===== src/rtl/chop.sv =====
// chop: splits each level-1 transaction into sub-packets of cfg_data beats,
// producing a level-2 stream. Only the in-sub-packet beat counter is stateful.
module chop #(
    parameter int TDIN  = 16,
    parameter int CFG_W = 8
) (
    input  logic              clk,
    input  logic              rst,
    input  logic              din_valid,
    output logic              din_ready,
    input  logic [TDIN:0]     din_data,
    input  logic              cfg_valid,
    output logic              cfg_ready,
    input  logic [CFG_W-1:0]  cfg_data,
    output logic              dout_valid,
    input  logic              dout_ready,
    output logic [TDIN+1:0]   dout_data
);

    logic [CFG_W-1:0] cnt_q;
    logic [CFG_W-1:0] cnt_d;
    logic [CFG_W-1:0] last_s;
    logic             din_eot_s;
    logic             inner_eot_s;
    logic             out_hs_s;

    // Index of the final beat in a sub-packet; a size of zero acts as one
    always_comb begin
        if (cfg_data == {CFG_W{1'b0}}) begin
            last_s = {CFG_W{1'b0}};
        end else begin
            last_s = cfg_data - {{(CFG_W-1){1'b0}}, 1'b1};
        end
    end

    // Handshake and zero-latency data path
    always_comb begin
        din_eot_s   = din_data[TDIN];
        inner_eot_s = (cnt_q == last_s) | din_eot_s;
        dout_valid  = din_valid & cfg_valid;
        din_ready   = dout_ready & cfg_valid;
        cfg_ready   = din_valid & din_eot_s & dout_ready;
        out_hs_s    = dout_valid & dout_ready;
        dout_data   = {din_eot_s, inner_eot_s, din_data[TDIN-1:0]};
    end

    // Equality compare plus clear on any eot keeps cnt bounded even if cfg misbehaves
    always_comb begin
        if (out_hs_s) begin
            if (inner_eot_s) begin
                cnt_d = {CFG_W{1'b0}};
            end else begin
                cnt_d = cnt_q + {{(CFG_W-1){1'b0}}, 1'b1};
            end
        end else begin
            cnt_d = cnt_q;
        end
    end

    // Beat counter register
    always_ff @(posedge clk or negedge rst) begin
        if (!rst) begin
            cnt_q <= {CFG_W{1'b0}};
        end else begin
            cnt_q <= cnt_d;
        end
    end

    chop_chk #(.CFG_W(CFG_W)) u_chk (
        .clk        (clk),
        .rst        (rst),
        .din_valid  (din_valid),
        .cfg_valid  (cfg_valid),
        .dout_ready (dout_ready),
        .cfg_ready  (cfg_ready),
        .cnt_q      (cnt_q),
        .last_s     (last_s)
    );

endmodule

// Property checker for chop; holds no state of its own.
module chop_chk #(
    parameter int CFG_W = 8
) (
    input  logic             clk,
    input  logic             rst,
    input  logic             din_valid,
    input  logic             cfg_valid,
    input  logic             dout_ready,
    input  logic             cfg_ready,
    input  logic [CFG_W-1:0] cnt_q,
    input  logic [CFG_W-1:0] last_s
);

    a_cnt_range: assert property (@(posedge clk) disable iff (!rst)
        (din_valid && cfg_valid) |-> (cnt_q <= last_s));

    a_cfg_ack_needs_ready: assert property (@(posedge clk) disable iff (!rst)
        cfg_ready |-> dout_ready);

endmodule


===== config.mk =====
export PLATFORM = sky130hd
export DESIGN_NAME = chop
export DESIGN_NICKNAME = d
export VERILOG_FILES = /design/src/rtl/chop.sv
export SDC_FILE = /design/constraint.sdc
export NUM_CORES = 1
export LEC_CHECK = 0
export ABC_AREA = 1
export ABC_CLOCK_PERIOD_IN_PS = 1500
export BUFFER_PORTS_ARGS = -buffer_cell sky130_fd_sc_hd__buf_2
export CAP_MARGIN = 20
export CORE_ASPECT_RATIO = 0.75
export CORE_MARGIN = 2
export CORE_UTILIZATION = 25
export DETAILED_ROUTE_END_ITERATION = 7
export GPL_TIMING_DRIVEN = 1
export PLACE_DENSITY = 0.61
export SYNTH_ARGS = -nofsm -noshare
export SYNTH_HDL_FRONTEND = slang
export SYNTH_SLANG_ARGS = --single-unit

===== constraint.sdc =====
create_clock -name clk -period 1.5 [get_ports clk]
set_input_delay 0.15 -clock clk [delete_from_list [all_inputs] [get_ports clk]]
set_output_delay 0.15 -clock clk [all_outputs]
set_load 0.02 [all_outputs]

After elaboration in Yosys (flattened, before gate mapping). Cells that the tools add are included.

Register bits after elaboration: 8. Input bits: 30. Output and inout bits: 21.

Add/subtract/negate cells: 2. Equality and inequality tests: 1. Muxes and demuxes: 2. Bitwise operators: 6. Reduce and logical (&&, ||, !) cells: 1.

Operators with widths (count): 2-to-1 mux 8 bit (2); adder 8 x 1 -> 8 bit (second input constant) (1); equality test 8 bit (1); zero test 8 bit (1); subtractor 8 x 1 -> 8 bit (second input constant) (1); AND 1 bit (5); bitwise OR 1 bit (1).

Depth between registers and ports, before layout. Gate-level depths: netlist of the first run.

Depth after elaboration: 5. Gate-level depth with buffers: 14. Depth with buffers taken out: 14.

Least setup slack after synthesis of the first run. OpenSTA, ideal clock, no wires.

Kind: input -> output. Start point: input cfg_data[0]. End point: output dout_data[16]. Arrival time: 1466 ps. Setup slack: -116 ps. Stages on the path: 12. Buffers on the path: 1. Cells stage by stage: inv_1 -> ha_1 -> nand2_1 -> nor2_2 -> nand2_2 -> nand2_1 -> xor2_1 -> nand2_1 -> nor2_1 -> nand2_1 -> nand2_4 -> buf_4.

Longest elaborated chain between the ends: 4. Elaborated cells between the ends (all ways): 5.

Ends and longest elaborated chain: from (decl) (RTL line 14) `input logic [CFG_W-1:0] cfg_data,`; subtractor 8 x 1 -> 8 bit / zero test 8 bit (equally long branches) (RTL line 32, 29); 2-to-1 mux 8 bit (*) (RTL line 29) `if (cfg_data == {CFG_W{1'b0}}) begin`; equality test 8 bit (*) (RTL line 39) `inner_eot_s = (cnt_q == last_s) | din_eot_s;`; bitwise OR 1 bit (*) (RTL line 39); to (decl) (RTL line 17) `output logic [TDIN+1:0] dout_data`.

Mark *: on every way between the ends. The rest lies on a longest branch, timed or not.

Worst setup path in the final report of the first run. Same ends and word-level chain as after synthesis.

==> summary by stage, run 1 <==
Cells and area
With fillers left out, the area of the finished cells amounts to 1190 um^2. The number of nets at the end of the flow is 198. The flip-flop count of the largest register, all copies and words added is 8. The register with the most flip-flops in the final layout is cnt_q.

The total inserted antenna cells is 0. The relative area change from synthesis to final layout is 27.6%. The share of post-route cells with drive strength above 1 is 0.335.

In the final layout, the registers with the most flip-flops are cnt_q: 8 flops.

Clock tree
The TritonCTS clock tree is done. CTS built an H-tree with a depth of 1. The TritonCTS sink count is 8. The deepest clock path buffer count is 2.

The clock insertion delay at the later pin of the skew report is 0.23 ns. The total clock buffers created by CTS is 3. After clock tree synthesis, the clock-pin slew on the worst setup and hold paths is 0.04 ns. The tree is rooted in a sky130_fd_sc_hd__clkbuf_8.

Critical path
The most frequent cell on the critical path is sky130_fd_sc_hd__nand2_4. The reg-to-reg endpoint is cnt_q[7]$_DFFE_PN0P_. The cell count of the worst reg-to-reg path is 7.

Data arrives at the worst endpoint at 1.42 ns. The maximum fanout encountered on the critical timing path is 8. STA classifies the critical path endpoint as a primary output. The critical path is of the in -> out type. On the critical path, the stage with the largest delay is an instance of sky130_fd_sc_hd__ha_4. Data on the critical path is required at its endpoint by 1.35 ns. The launch point of the worst reg-to-reg path is cnt_q[0]$_DFFE_PN0P_. The largest delay contributor family on the critical path is simple AND/OR/NAND/NOR gates.

The reg-to-reg setup timing slack is 0.12 ns. The count of buffering cells on the critical path with inverters included is 3. Traced cell by cell, the critical path runs through buf_6, clkinvlp_4, ha_4, nand2_4, nor2_4, nand2_4, nand2_2, xor2_1, nand2_1, nor2_1, nand2_1, nand2_4, buf_6.

The largest incremental delay on the critical path is 0.17 ns. STA classifies the critical path startpoint as a primary input.

Run
The number of maximum-capacitance constraint violations is 0.

Synth
The Yosys warning count is 0. The cell area after technology mapping is 930 um^2. The number of nets handed over by synthesis was 181. The number of different library cells used by synthesis comes to 21.

The number of storage elements in the synthesis netlist is 8. The sequential area share after synthesis is 0.215. Synthesis produced a netlist whose cell count is 149. The synthesized area divided by synthesized cell count is 6.24 um^2.

Global routing
The number of global-route vias before repair is 795. Entering global routing, the biggest net connects 9 pins. The total routing resource utilization after global routing is 0.102.

Summed over all layers, the global routing overflow is 0. The first global-routing pass estimated 3350 um of wire. The number of antenna violations at the first check in global routing was 0.

Pwr
The maximum vdd ir drop is 0.397 mV. The power density relative to cell area is 643 nW/um^2. For this design the static power due to leakage is 0.601 nW.

STA
The ratio of final minimum period to clock period is 1.05. After routing, the total negative slack on setup checks comes to -0.0706 ns. The max-slew headroom at the worst pin is 0.819.

Setup repair after global routing could not meet its margin everywhere. The count of pins over their slew limit was 0. The worst hold slack is 0.300 ns. The slew at the pin with the worst max-slew slack is 0.270 ns. The final setup slack of the worst path is -0.0706 ns. For the final database, setup skew stands at 0.000619 ns. After layout, the minimum clock period comes to 1.57 ns. Setup violations remaining at the end of the flow were counted as 1. The final count of hold timing violations came to 0. Timing would allow up to 0.637 GHz.

Status
The checks that failed: setup timing. The run finished, with violations left.

Detailed routing
Once detail routing completed, the nets flagged for antenna violations numbered 0. The routed design has 1980 um of wire. The vias after detailed routing is 915.

The detailed router finished its first iteration with 26 violations. Dividing the detail-routed wire length by the instance count gives 9.15 um. The ratio of routed vias to standard cells is 4.24. In the routed design, unresolved DRC markers number 0.

The first TritonRoute pass finished after 6 iterations.

Place
The setup slack at placement is -0.187 ns. The congestion estimate from routability-driven global placement came to 0.868. Detailed placement ended at an HPWL of 1640 um.

Once placement finished, the instance area stood at 1060 um^2. During placement, the flow inserted port buffers numbering 18.

Floorplanning
51 I/O pins were placed. After floorplanning, the core was sized to cover 3610 um^2. The number of cell rows is 19. For this configuration, the core starts out at a cell density of 0.257. The die is 74.4 um wide. Measured along the y axis, the die boundary spans 56.8 um.

The die covers 4230 um^2.

Min path
The worst hold path class is in -> async.
what timing repair did:
item | 4_1_cts | 5_1_grt
gates resized for setup | 11 | 11
hold endpoints to repair | 8 | 0
pin swaps | 11 | 11
hold buffers | 1 | 0
setup buffers | 0 | 0
endpoints found under the setup margin | 1 | 9
cell usage after synthesis:
library cell               instances  area share
sky130_fd_sc_hd__a21oi_1           6       0.032
sky130_fd_sc_hd__and3_1            1      0.0067
sky130_fd_sc_hd__buf_4            18        0.15
sky130_fd_sc_hd__dfrtp_1           8        0.22
sky130_fd_sc_hd__ha_1              2       0.027
sky130_fd_sc_hd__inv_1            19       0.077
sky130_fd_sc_hd__inv_2             2      0.0081
sky130_fd_sc_hd__nand2_1          40        0.16
sky130_fd_sc_hd__nand2_2           1      0.0067
sky130_fd_sc_hd__nand2_4           1       0.012
sky130_fd_sc_hd__nand3_1          14       0.075
sky130_fd_sc_hd__nand3b_1          1      0.0081
sky130_fd_sc_hd__nand4_1           5       0.034
sky130_fd_sc_hd__nor2_1           11       0.044
sky130_fd_sc_hd__nor2_2            5       0.034
sky130_fd_sc_hd__nor3_1            1      0.0054
sky130_fd_sc_hd__o21ai_0           2       0.011
sky130_fd_sc_hd__o21ai_1           3       0.016
sky130_fd_sc_hd__o21bai_1          1      0.0081
sky130_fd_sc_hd__or2_2             1      0.0067
sky130_fd_sc_hd__xor2_1            7       0.066
cells in the final DEF, fill, tap and decap left out, drive strengths merged:
cell type,instances
nand2,42
buf,29
inv,20
nor2,16
nand3,14
dfrtp,8
xor2,7
a21oi,6
nand4,5
o21ai,5
clkbuf,3
ha,2
clkinvlp,1
o21bai,1
nand3b,1
and3,1
or2,1
nor3,1
dlygate4sd3,1
power breakdown:
group | internal [mW] | total (mW) | switching [mW]
logic | 0.112 | 0.239 | 0.128
registers | 0.238 | 0.265 | 0.0274
clock network | 0.174 | 0.258 | 0.0844
total | 0.523 | 0.763 | 0.239
stage by stage:
step | total power [mW] | std cells | utilization
final | 0.763 | 216 | 0.328
after global placement | 0.484 | 212 | 0.294
after detailed placement | 0.486 | 212 | 0.294
after global routing | 0.820 | 216 | 0.328
after CTS | 0.767 | 216 | 0.320
after floorplan | 0.460 | 149 | -
cell families (layout without fill, tap and decap cells):
| logic type | after synthesis | count (layout) | synth area share |
|---|---|---|---|
| AO/OA/AOI/OAI | 12 | 12 | 0.0673 |
| AND/OR/NAND/NOR | 81 | 81 | 0.394 |
| flip-flops | 8 | 8 | 0.215 |
| XOR/XNOR | 7 | 7 | 0.0660 |
| buffers and inverters | 39 | 54 | 0.230 |
| adder cells (fa/ha/maj) | 2 | 2 | 0.0269 |
per-layer routing:
layer / routed length [um] / part of all wire / vias to the layer above / track usage
met5: 0 / 0 / - / 0
met4: 0 / 0 / 0 / 0.0179
met3: 85 / 0.043 / 0 / 0.0467
met2: 922 / 0.47 / 14 / 0.143
met1: 969 / 0.49 / 419 / 0.143
li1: - / - / 482 / -
cell type report:
class,count,area (um^2)
multi-input cells,102,579
repair buffers,30,218
clock buffers,3,41.3
flip-flops and latches,8,200
inverters,21,82.6
fillers,414,2430
well taps,52,65.1
how the worst max path moves through the flow:
stage	from	slack [ns]	endpoint	depth (start not counted)
floorplan	cfg_data[0]	0.02	dout_data[16]	12
global placement	cfg_data[0]	-0.16	dout_data[16]	12
detailed placement	cfg_data[1]	-0.19	dout_data[16]	13
CTS	cfg_data[0]	-0.11	dout_data[16]	13
finish	cfg_data[0]	-0.07	dout_data[16]	13
global route	cfg_data[4]	-0.18	dout_data[16]	14
Power figures use the tool's default switching activity.
==> run 2, diff against run 1 <==
==> constraint.sdc (replaced) <==
create_clock -name clk -period 1.5 [get_ports clk]
set_input_delay 0.3 -clock clk [delete_from_list [all_inputs] [get_ports clk]]
set_output_delay 0.3 -clock clk [all_outputs]
set_load 0.02 [all_outputs]
==> run 2 against run 1 <==
Net effect:
- the flow still finishes with violations (setup timing)
- die area stayed put
- non-clock buffer count rose by 1
- cell count up 0.46%
- wire length grew 9.4%
- first-iteration DRC count rose by 62%
- register-to-register slack worse by 0.02 ns
- largest power group unchanged
- critical path type unchanged
==> summary by stage, run 2 (same netlist as run 1, synthesis figures left out) <==
Status
The flow ran to the end, but the final reports show violations. The checks that failed: setup timing.

Cells and area
The share of post-route cells with drive strength above 1 is 0.345. The register with the most flip-flops is cnt_q. The count of placed standard cells in the final layout, fillers left out is 217. The flip-flop count of the largest register, all copies and words added is 8. The relative area change from synthesis to final layout is 28.1%.

The count of fill cells added during filler insertion is 427. For this run, the post-layout net count is 199. The commonest non-fill, non-tap cell in the layout is sky130_fd_sc_hd__nand2_1.

The largest registers in the layout are cnt_q: 8 flops. The library cells used most frequently in the layout, excluding fill and tap cells, are sky130_fd_sc_hd__nand2_1, sky130_fd_sc_hd__inv_1, sky130_fd_sc_hd__buf_2. 0 antenna diodes ended up in the layout.

STA
The slew at the pin with the worst max-slew slack is 0.270 ns. The ratio of final minimum period to clock period is 1.24. The number of setup violations in the final report is 9.

The final count of hold timing violations came to 0. The final setup slack of the worst path is -0.363 ns. In this run the tightest slew margin relative to its limit is 0.818. The timing-limited maximum frequency is 0.537 GHz.

The count of pins over their slew limit is 0. The worst clock skew is 0.00508 ns. The final period demand of the worst path is 1.86 ns. Setup repair after global routing could not meet its margin everywhere.

Clock tree
The TritonCTS clock tree is done. The TritonCTS sink count is 8. In this run the deepest clock path goes through 2 buffers.

The total clock buffers created by CTS is 3. The clock root buffer master is sky130_fd_sc_hd__clkbuf_8. The clock insertion delay at the later pin of the skew report is 0.23 ns.

The depth of the CTS H-tree is 1. The clock transition at the registers of the reported paths is 0.04 ns.

Pwr
The leakage power is 0.603 nW. Across the VDD grid, the largest voltage drop is 0.414 mV. The power density relative to cell area is 649 nW/um^2.

Run
The number of maximum-capacitance constraint violations is 0.

Floorplanning
During I/O placement, the number of pins put on the boundary was 51. For this configuration, the core starts out at a cell density of 0.257. The die is 56.8 um tall. The placeable core area is 3610 um^2.

The die area is 4230 um^2. The width of the die is 74.4 um. The initialized floorplan defines 19 standard-cell rows.

Detailed routing
The average wire length per cell after detail routing is 9.97 um. The detailed router finished its first iteration with 42 violations. In this run the remaining antenna-violating nets after routing total 0. The ratio of routed vias to standard cells is 4.24.

The pre-antenna-repair detailed-routing pass consisted of 4 iterations. Detailed routing inserted a total of 920 vias. In the routed design, unresolved DRC markers number 0. The final wirelength is 2160 um.

Place
The post-DP HPWL is 1640 um. The count of buffers inserted at the top-level ports is 18. The cell count after placement is 212. The setup slack at placement is -0.465 ns. Routability-driven placement finished with a final weighted congestion of 0.862.

Global routing
The total overflow left after global routing is 0. The first-pass GRT wire length is 3510 um. The total routing resource utilization after global routing is 0.107.

The maximum number of pins on one net before global-route repair is 9. The number of antenna violations at the first check in global routing is 0. The number of global-route vias before repair is 821.

Critical path
The type of the worst setup path is in -> out. The maximum fanout encountered on the critical timing path is 3. The worst setup path is launched from a primary input. The data arrival time of the worst path is 1.56 ns.

The worst setup path is captured at a primary output. The required time at the endpoint of the critical path is 1.20 ns.

Min path
The tightest min-delay check is of the in -> async type.
[run 2: cell types whose count changed in the layout (fill, tap and decap cells not counted), sizes merged]
cell  before  now
buf       29   30
[run 2: worst paths after layout]
check	start	to	slack, ns	cells past startpoint
worst max-delay path	cfg_data[4]	dout_data[16]	-0.36	14
worst min register to register	cnt_q[1]$_DFFE_PN0P_	cnt_q[1]$_DFFE_PN0P_	0.57	2
max in group asynchronous	rst	cnt_q[5]$_DFFE_PN0P_	0.88	2
worst max register to register	cnt_q[0]$_DFFE_PN0P_	cnt_q[7]$_DFFE_PN0P_	0.10	7
worst min-delay path	rst	cnt_q[2]$_DFFE_PN0P_	0.44	2
min in group clk	din_valid	cnt_q[3]$_DFFE_PN0P_	0.53	5
[run 2: cell type report]
class | instances | area [um^2] | area share
Multi-Input combinational cell | 102 | 596 | 0.500
Timing Repair Buffer | 31 | 206 | 0.173
Sequential cell | 8 | 200 | 0.168
Inverter | 21 | 82.6 | 0.0693
Tap cell | 52 | 65.1 | 0.0546
Clock buffer | 3 | 41.3 | 0.0347
[run 2: worst max-delay path, cell delays in order]
cell,delay (ns)
sky130_fd_sc_hd__buf_2,0.12
sky130_fd_sc_hd__buf_4,0.14
sky130_fd_sc_hd__inv_1,0.07
sky130_fd_sc_hd__nand2_1,0.07
sky130_fd_sc_hd__nor2_1,0.14
sky130_fd_sc_hd__nand2_2,0.07
sky130_fd_sc_hd__nand2_1,0.06
sky130_fd_sc_hd__nand2_1,0.06
sky130_fd_sc_hd__nand3_1,0.06
sky130_fd_sc_hd__nand3_1,0.10
sky130_fd_sc_hd__nor2_2,0.14
sky130_fd_sc_hd__nand2_2,0.08
sky130_fd_sc_hd__nand2_4,0.06
sky130_fd_sc_hd__buf_6,0.11
[run 2: what timing repair did]
| item | in CTS | in global routing |
|---|---|---|
| hold buffers | 1 | 0 |
| buffers inserted | 2 | 0 |
| pin swaps | 8 | 13 |
| cloned | 0 | 0 |
| setup endpoints to repair | 9 | 9 |
| gates resized for setup | 5 | 15 |
| hold endpoints to repair | 8 | 0 |
[run 2: layer usage]
| metal | global-route usage | routed length [um] | up-vias |
|---|---|---|---|
| met5 | 0 | 0 | - |
| met4 | 0.0128 | 0 | 0 |
| met3 | 0.0592 | 167 | 0 |
| met2 | 0.140 | 975 | 24 |
| met1 | 0.154 | 1020 | 414 |
| li1 | - | - | 482 |
[run 2: where the power goes]
group | internal, mW | switching [mW]
combinational | 0.109 | 0.134
sequential | 0.238 | 0.0278
clock | 0.174 | 0.0899
[run 2: stage by stage]
step                      utilization  area [um^2]  setup TNS [ns]  power, mW  hold WS [ns]
after detailed placement        0.291         1050           -3.28      0.481         0.158
after CTS                       0.313         1130           -1.30      0.760         0.442
after floorplan                     -          952          -0.432      0.462       0.00441
after global placement          0.291         1050           -2.91      0.481         0.156
final                           0.330         1190          -0.967      0.774         0.438
after global routing            0.330         1190           -2.08      0.830         0.463
==> run 3, diff against run 2 <==
--- a/config.mk
+++ b/config.mk
@@ -7,7 +7,7 @@
 export LEC_CHECK = 0
 export ABC_AREA = 1
 export ABC_CLOCK_PERIOD_IN_PS = 1500
-export BUFFER_PORTS_ARGS = -buffer_cell sky130_fd_sc_hd__buf_2
+export BUFFER_PORTS_ARGS = -buffer_cell sky130_fd_sc_hd__clkbuf_2
 export CAP_MARGIN = 20
 export CORE_ASPECT_RATIO = 0.75
 export CORE_MARGIN = 2
==> run 3 against run 2 <==
Net effect:
- first-iteration DRC count fell by 45%
- largest power group unchanged
- global-route usage barely moved
- clock power is 2% lower
- critical path type unchanged
- via count rose by 0.33%
- die area did not move
- non-clock buffer count rose by 1
- sequential share of layout area fell by 0.45 points
- highest routed layer unchanged
- the run still ends with setup timing left
- wire length fell by 4.9%
- setup slack better by 0.0034 ns
- cell count is 0.46% higher
- combinational power grew 3%
==> summary by stage, run 3 (same netlist as run 1, synthesis figures left out) <==
Cells and area
The count of fill cells added during filler insertion is 422. The relative area change from synthesis to final layout is 31.6%. The flip-flop count of the largest register, all copies and words added is 8. The register with the most flip-flops is cnt_q.

The top cell types in the final layout, fill and taps aside, are sky130_fd_sc_hd__nand2_1, sky130_fd_sc_hd__inv_1, sky130_fd_sc_hd__clkbuf_2. The number of antenna diodes in the final layout is 0. The share of post-route cells with drive strength above 1 is 0.398. The number of nets at the end of the flow is 200. The final core utilization is 0.339.

The commonest non-fill, non-tap cell in the layout is sky130_fd_sc_hd__nand2_1. The largest registers in the layout are cnt_q: 8 flops.

Clock tree
The clock root buffer master is sky130_fd_sc_hd__clkbuf_8. For the worst-skew pair, the clock arrives at the later sink with an insertion delay of 0.23 ns. Buffers inserted during clock tree synthesis total 3. The deepest clock path buffer count is 2. The clock transition at the registers of the reported paths is 0.04 ns. The TritonCTS sink count is 8. TritonCTS built the clock tree. The depth of the CTS H-tree is 1.

Critical path
Walking the worst path, the cells encountered are buf_8, clkinvlp_4, ha_4, nand2_4, nor2_4, nand2_1, nand2_1, nand2_2, nand3_2, nand3_2, nor2_2, nand2_2, nand2_4, buf_8. Of all nets on the critical path, the largest fanout is 5. The endpoint identified for the worst register-to-register timing path is cnt_q[6]$_DFFE_PN0P_. The startpoint identified for the worst register-to-register timing path is cnt_q[0]$_DFFE_PN0P_. The reg-to-reg setup timing slack is 0.13 ns. The type of the worst setup path is in -> out. The data arrival time of the worst path is 1.56 ns.

The largest delay contributor family on the critical path is simple AND/OR/NAND/NOR gates. The count of buffering cells on the critical path with inverters included is 3. The largest incremental delay on the critical path is 0.18 ns. STA classifies the critical path startpoint as a primary input. The type of element capturing the critical path is a primary output. For the worst setup path, the data required time is 1.20 ns. The cell count of the worst reg-to-reg path is 5.

For this design, the slowest cell found on the critical path is sky130_fd_sc_hd__ha_4.

Detailed routing
The number of nets with antenna violations after routing is 0. For this run, design rule violations remaining after detail routing come to 0. Using the TritonRoute via totals, the vias-per-cell ratio works out to 4.23.

The vias after detailed routing is 923. The number of iterations in the first detailed-routing pass is 4. The final wirelength is 2060 um.

The average wire length per cell after detail routing is 9.44 um. For this block, the initial DRC count from the detailed router was 23.

STA
The worst clock skew is 0.00227 ns. Setup violations remaining at the end of the flow were counted as 9. The slew at the pin with the worst max-slew slack is 0.268 ns.

Measured against its own limit, the worst slew margin works out to 0.820. The count of pins over their slew limit is 0. The final setup slack of the worst path is -0.360 ns.

Based on the critical path, the design can be clocked at up to 0.538 GHz. The final count of hold timing violations came to 0. Setup repair after global routing could not meet its margin everywhere.

Dividing the final minimum period by the clock period gives 1.24. The routed design could run at a clock period as short as 1.86 ns.

Pwr
The share of total power dissipated in sequential elements is 0.342. The maximum vdd ir drop is 0.390 mV. Total power for the finished layout comes to 777 uW.

The cell internal power dissipation is 524 uW. The clock group share of total power is 0.335. The switching power total is 252 uW.

The proportion of power drawn by combinational gates is 0.323. The analysis attributes to cell leakage a power of 0.622 nW. Dividing total power by cell area gives a power density of 635 nW/um^2.

The fraction of power spent switching nets is 0.325.

Floorplanning
For this configuration, the core starts out at a cell density of 0.257. The width of the die is 74.4 um. The floorplan step defined a core boundary enclosing 3610 um^2. The die boundary height is 56.8 um. In this run the count of I/O pins placed on the die edge is 51. The number of cell rows is 19. The die covers 4230 um^2.

Status
The flow ran to the end, but the final reports show violations. The checks that failed: setup timing.

Place
The final weighted congestion of routability-driven global placement is 0.859. Detailed placement finished with a half-perimeter wire length of 1650 um. In this run the tool buffered the top-level ports with 18 buffer cells.

Global routing
The maximum number of pins on one net before global-route repair is 9. The number of antenna violations at the first check in global routing was 0. The number of global-route vias before repair came to 848.

The first global-routing pass estimated 3510 um of wire. Across every metal layer, demand over resource in global routing totals 0.107. The total congestion overflow is 0.

Min path
The worst hold path class is in -> async.

Run
The number of maximum-capacitance constraint violations is 0.
==> run 3: area by class of cell <==
class | count | area, um^2 | area share
clock buffer | 3 | 41.3 | 0.0337
tap | 52 | 65.1 | 0.0532
sequential | 8 | 200 | 0.164
inverter | 21 | 82.6 | 0.0675
multi-input combinational | 102 | 617 | 0.504
timing repair buffer | 32 | 218 | 0.178
==> run 3: per-layer routing <==
metal	vias up	wire length, um	track usage
met4	0	0	0.0128
met2	14	954	0.155
met1	423	1000	0.146
li1	486	-	-
met3	0	99	0.0539
met5	-	0	0
==> run 3: power groups by stage <==
stage               clock network (mW)  registers (mW)  logic [mW]
floorplan                            0           0.260       0.201
global placement                     0           0.268       0.213
detailed placement                   0           0.268       0.214
CTS                              0.268           0.265       0.234
global route                     0.278           0.269       0.287
finish                           0.260           0.266       0.251
==> run 3: worst max path at each step <==
stage	start	endpoint	slack, ns	depth (start not counted)
2_1_floorplan	cfg_data[0]	dout_data[16]	-0.26	12
6_report	cfg_data[0]	dout_data[16]	-0.36	14
5_1_grt	cfg_data[0]	dout_data[16]	-0.46	14
4_1_cts	cfg_data[0]	dout_data[16]	-0.41	13
3_5_place_dp	cfg_data[1]	dout_data[16]	-0.43	13
3_3_place_gp	cfg_data[0]	dout_data[16]	-0.42	13
==> run 3: what timing repair did <==
item,in CTS,in global routing
buffers inserted,1,2
pin swaps,3,12
endpoints found under the hold margin,8,0
gates resized for setup,13,19
endpoints found under the setup margin,9,9
hold buffers,1,0
==> run 3: stage by stage <==
stage / hold slack (ns) / instance area, um^2 / setup TNS, ns / std cells / setup slack [ns]
after global placement: 0.161 / 1060 / -2.85 / 213 / -0.423
final: 0.449 / 1220 / -1.11 / 218 / -0.360
after floorplan: 0.00441 / 952 / -0.432 / 149 / -0.256
after detailed placement: 0.164 / 1060 / -2.88 / 213 / -0.428
after global routing: 0.478 / 1220 / -2.12 / 218 / -0.458
after CTS: 0.454 / 1160 / -1.53 / 218 / -0.410
